## config.mk

```make
export PLATFORM = sky130hd
export DESIGN_NAME = hazard_ctrl
export DESIGN_NICKNAME = d
export VERILOG_FILES = /design/src/rtl/hazard_ctrl.sv
export SDC_FILE = /design/constraint.sdc
export NUM_CORES = 1
export LEC_CHECK = 0
export CAP_MARGIN = 20
export CORE_AREA = 2 2 39 41
export CTS_CLUSTER_DIAMETER = 40
export DETAILED_ROUTE_END_ITERATION = 8
export DIE_AREA = 0 0 41 43
export GPL_ROUTABILITY_DRIVEN = 0
export HOLD_SLACK_MARGIN = 0.12
export SYNTH_ARGS = -nofsm -noshare
export SYNTH_HDL_FRONTEND = slang
export SYNTH_SLANG_ARGS = --single-unit
```

## constraint.sdc

```tcl
create_clock -name clk -period 3 [get_ports clk]
set_input_delay 0.9 -clock clk [delete_from_list [all_inputs] [get_ports clk]]
set_output_delay 0.9 -clock clk [all_outputs]
set_load 0.05 [all_outputs]
```

## src/rtl/hazard_ctrl.sv

```systemverilog
// Pipeline hazard controller: load-use stalls, taken-branch flush and memory-busy freeze.
// Optional performance counters are built when HAZARD_PERF_CNT_EN is defined.
module hazard_ctrl #(
    parameter int unsigned ADDR_W            = 5,
    parameter int unsigned LOAD_STALL_CYCLES = 1
`ifdef HAZARD_PERF_CNT_EN
    ,
    parameter int unsigned CNT_W             = 16
`endif
) (
    input  logic              clk,
    input  logic              rst,
    input  logic [ADDR_W-1:0] dc_rs1,
    input  logic [ADDR_W-1:0] dc_rs2,
    input  logic              dc_use_rs1,
    input  logic              dc_use_rs2,
    input  logic [ADDR_W-1:0] alu_rd,
    input  logic              alu_isLW,
    input  logic              alu_br_taken,
    input  logic              mem_busy,
    output logic              pc_hold,
    output logic              if_dc_hold,
    output logic              if_dc_flush,
    output logic              dc_alu_hold,
    output logic              dc_alu_bubble,
    output logic              alu_mem_hold,
    output logic [1:0]        state
`ifdef HAZARD_PERF_CNT_EN
    ,
    output logic [CNT_W-1:0]  cnt_ldstall,
    output logic [CNT_W-1:0]  cnt_flush,
    output logic [CNT_W-1:0]  cnt_memwait
`endif
);

    localparam int unsigned CntW = 2;

    typedef enum logic [1:0] {
        StRun     = 2'd0,
        StLdStall = 2'd1,
        StMemWait = 2'd2
    } state_e;

    state_e            state_q, state_d;
    logic [CntW-1:0]   cnt_q, cnt_d;
    logic              load_use;

    // x0 is hard-wired zero, so a load targeting it never creates a dependency.
    assign load_use = alu_isLW && (alu_rd != '0) &&
                      ((dc_use_rs1 && (dc_rs1 == alu_rd)) ||
                       (dc_use_rs2 && (dc_rs2 == alu_rd)));

    always_comb begin
        state_d       = state_q;
        cnt_d         = cnt_q;
        pc_hold       = 1'b0;
        if_dc_hold    = 1'b0;
        if_dc_flush   = 1'b0;
        dc_alu_hold   = 1'b0;
        dc_alu_bubble = 1'b0;
        alu_mem_hold  = 1'b0;

        case (state_q)
            // MEMWAIT with memory ready falls straight into the RUN rules.
            StRun, StMemWait: begin
                if (mem_busy) begin
                    pc_hold      = 1'b1;
                    if_dc_hold   = 1'b1;
                    dc_alu_hold  = 1'b1;
                    alu_mem_hold = 1'b1;
                    state_d      = StMemWait;
                end else if (alu_br_taken) begin
                    if_dc_flush   = 1'b1;
                    dc_alu_bubble = 1'b1;
                    state_d       = StRun;
                end else if (load_use) begin
                    pc_hold       = 1'b1;
                    if_dc_hold    = 1'b1;
                    dc_alu_bubble = 1'b1;
                    if (LOAD_STALL_CYCLES > 1) begin
                        cnt_d   = CntW'(LOAD_STALL_CYCLES - 1);
                        state_d = StLdStall;
                    end else begin
                        state_d = StRun;
                    end
                end else begin
                    state_d = StRun;
                end
            end
            StLdStall: begin
                if (mem_busy) begin
                    pc_hold      = 1'b1;
                    if_dc_hold   = 1'b1;
                    dc_alu_hold  = 1'b1;
                    alu_mem_hold = 1'b1;
                end else begin
                    pc_hold       = 1'b1;
                    if_dc_hold    = 1'b1;
                    dc_alu_bubble = 1'b1;
                    cnt_d         = cnt_q - CntW'(1);
                    if (cnt_q == CntW'(1)) begin
                        state_d = StRun;
                    end
                end
            end
            default: begin
                state_d = StRun;
                cnt_d   = '0;
            end
        endcase

        // Controls are silenced in any cycle where reset is being sampled.
        if (rst) begin
            pc_hold       = 1'b0;
            if_dc_hold    = 1'b0;
            if_dc_flush   = 1'b0;
            dc_alu_hold   = 1'b0;
            dc_alu_bubble = 1'b0;
            alu_mem_hold  = 1'b0;
        end
    end

    always_ff @(posedge clk) begin
        if (rst) begin
            state_q <= StRun;
            cnt_q   <= '0;
        end else begin
            state_q <= state_d;
            cnt_q   <= cnt_d;
        end
    end

    assign state = rst ? 2'd0 : state_q;

`ifdef HAZARD_PERF_CNT_EN
    logic [CNT_W-1:0] cnt_ldstall_q, cnt_ldstall_d;
    logic [CNT_W-1:0] cnt_flush_q, cnt_flush_d;
    logic [CNT_W-1:0] cnt_memwait_q, cnt_memwait_d;

    // A bubble without a flush can only come from a load-use stall.
    always_comb begin
        cnt_ldstall_d = cnt_ldstall_q;
        cnt_flush_d   = cnt_flush_q;
        cnt_memwait_d = cnt_memwait_q;
        if (dc_alu_bubble && !if_dc_flush && (cnt_ldstall_q != '1)) begin
            cnt_ldstall_d = cnt_ldstall_q + CNT_W'(1);
        end
        if (if_dc_flush && (cnt_flush_q != '1)) begin
            cnt_flush_d = cnt_flush_q + CNT_W'(1);
        end
        if (alu_mem_hold && (cnt_memwait_q != '1)) begin
            cnt_memwait_d = cnt_memwait_q + CNT_W'(1);
        end
    end

    always_ff @(posedge clk) begin
        if (rst) begin
            cnt_ldstall_q <= '0;
            cnt_flush_q   <= '0;
            cnt_memwait_q <= '0;
        end else begin
            cnt_ldstall_q <= cnt_ldstall_d;
            cnt_flush_q   <= cnt_flush_d;
            cnt_memwait_q <= cnt_memwait_d;
        end
    end

    assign cnt_ldstall = cnt_ldstall_q;
    assign cnt_flush   = cnt_flush_q;
    assign cnt_memwait = cnt_memwait_q;
`endif

endmodule

```

==> results of run 1 <==
layout make-up:
type                       count  area (um2)
multi-input combinational     25         239
tap                           16        20.0
sequential                     1        20.0
fill                         150         756
inverter                       1        3.75
timing repair buffer          35         345
synthesized netlist by cell type:
| library cell | n |
|---|---|
| inv_1 | 1 |
| or4_1 | 1 |
| xor2_1 | 8 |
| o21ai_2 | 1 |
| or3_1 | 1 |
| nor4_2 | 1 |
| xnor2_1 | 2 |
| nand2_1 | 1 |
| a32oi_1 | 1 |
| conb_1 | 1 |
| buf_4 | 3 |
| dfxtp_1 | 1 |
| nor4_1 | 1 |
| nor2b_1 | 3 |
| nor2_1 | 1 |
| o41ai_2 | 1 |
| and2_0 | 1 |
| o21bai_1 | 1 |
final timing paths:
path | end | slack (ps) | from | cells past startpoint
max | dc_alu_bubble | -1 | dc_rs1[2] | 6
min | state[1] | 1480 | state_q[1] | 2
routing by layer:
layer | part of all wire (%) | wire length [um] | track usage, % | vias to the layer above
li1 | - | - | - | 164
met1 | 34 | 258 | 10.8 | 132
met2 | 55 | 416 | 15.6 | 17
met3 | 11 | 84 | 0.524 | 0
met4 | 0 | 0 | 0 | 0
met5 | 0 | 0 | 0 | -
per-stage QoR:
stage	power, mW	hold slack, ps	cell area (um2)	util [%]
after global placement	0.114	1460	652	47.1
after global routing	0.114	1490	628	45.4
after CTS	0.110	1490	628	45.4
after detailed placement	0.114	1480	652	47.1
after floorplan	0.0580	972	277	-
final	0.109	1480	628	45.4
power breakdown:
part / internal, mW / switching [mW]
Clock: 0 / 0
Sequential: 0.0143 / 0.000235
Combinational: 0.0497 / 0.0443
Total: 0.0640 / 0.0446
cells by family after synthesis:
family,count (synthesis)
flip-flops,1
AND/OR/NAND/NOR,10
other,1
XOR/XNOR,10
buffers and inverters,4
AO/OA/AOI/OAI,4
timing repair:
item,4_1_cts,5_1_grt
pin swaps,18,0
hold endpoints to repair,0,0
resized for setup,59,0
cloned,0,0
endpoints found under the setup margin,3,3
==> results.cfg, run 1 <==
[critical_path]
critPathSlowestCell = o41ai_4
cp_num_buf_inv = 2
critPathKind = in2out
crit_chain = buf_6 > xor2_1 > nor4_2 > a32oi_2 > o41ai_4 > buf_12
critPathCaptureType = primary output
critPathTopFamily = compound AO/OA/AOI/OAI gates
required_ps = 2100
max_stage_delay_ps = 300
worstSetupStartpointType = primary input
crit_path_max_fanout = 2
cp_data_arrival_time_ps = 2100

[routing]
drt_wl_total_um = 759
first_iter_violations = 0
wl_per_cell_um = 9.73
ant_nets = 0
first_pass_iters = 1
drcViolationCount = 0
vias = 313
avgViaCountPerCell = 4.01

[synthesis]
synthesis.area_um2 = 244
synth-xor-area-share_pct = 35.9
synth_area_per_cell_um2 = 8.13
synthMuxAreaShare_pct = 0
synth_fp_nets = 52
synth_adder_area_share_pct = 0
yosysUniqueCellTypes = 18
ys_ff_latch = 1
synth_top_family_by_area = XOR/XNOR gates
yosys_warnings = 0
netlist.area_leader.share_pct = 28.7
synth.area.top_cells = xor2_1 29%, buf_4 9.2%, dfxtp_1 8.2%
synth_compound_area_share_pct = 16.9
yosys.area_share.simple_pct = 26.7
synth.yosys.seq_area_share_pct = 8.21
syn_inst = 30
yosysTopAreaCell = xor2_1

[finish]
antenna_cells = 0
syn_to_final_growth_pct = 157
final_cell_mix = 8 x xor2_1, 8 x buf_2, 7 x buf_4
reg_top3 = state_q: 1 flops
finalNonFillerCells = 78
top_register = state_q
nets = 86
drive_gt1_share_pct = 53.2
largest_register_ffs = 1

[grt]
grt_util_all_layers_pct = 8.49
grt_pass1_vias = 284
antenna_found_initial = 0
grt_pass1_wl_um = 1120
grt_start_max_net_pins = 6
grt-ovfl-total = 0

[floorplanning]
chipWidth_um = 41
io_pins = 30
die_height_um = 43
rows = 14
start_util_pct = 17.6
core_area_um2 = 1380
dieArea_um2 = 1760

[power_and_ir_drop]
power_leakage_nw = 0.291
power-per-cell-area_nw_per_um2 = 173
vdd_drop_max_mv = 0.0555

[sta]
setup_violations = 1
slew_viol_final = 0
period_share_pct = 100
rsz0062_at_grt = yes
max_clock_freq_mhz = 333
min_period_ps = 3000
final-hold-violation-count = 0
setup_tns_ps = -1.36
setup_ws_ps = -1.36

[place]
dp_cells = 78
place_ws_ps = -492
io_buffer_count = 28
place_hpwl_um = 725

[outcome]
violations = negative setup slack
status = complete, but fails checks

[run]
maxCapViolCount = 0

[clock_network]
cts_setup_buffers = 0
cts_hold_buffers = 0
clkTransAtPathRegs_ps = 0

[hold_path]
hold_class = reg2out
Power figures use the tool's default switching activity.
==> inputs of run 2 (changes only) <==
- ABC_CLOCK_PERIOD_IN_PS: not set -> 3000
- CTS_CLUSTER_SIZE: not set -> 12
- SLEW_MARGIN: not set -> 30
==> results of run 2 <==
Same layout as run 1: the final DEF is identical, and so are final timing and power.
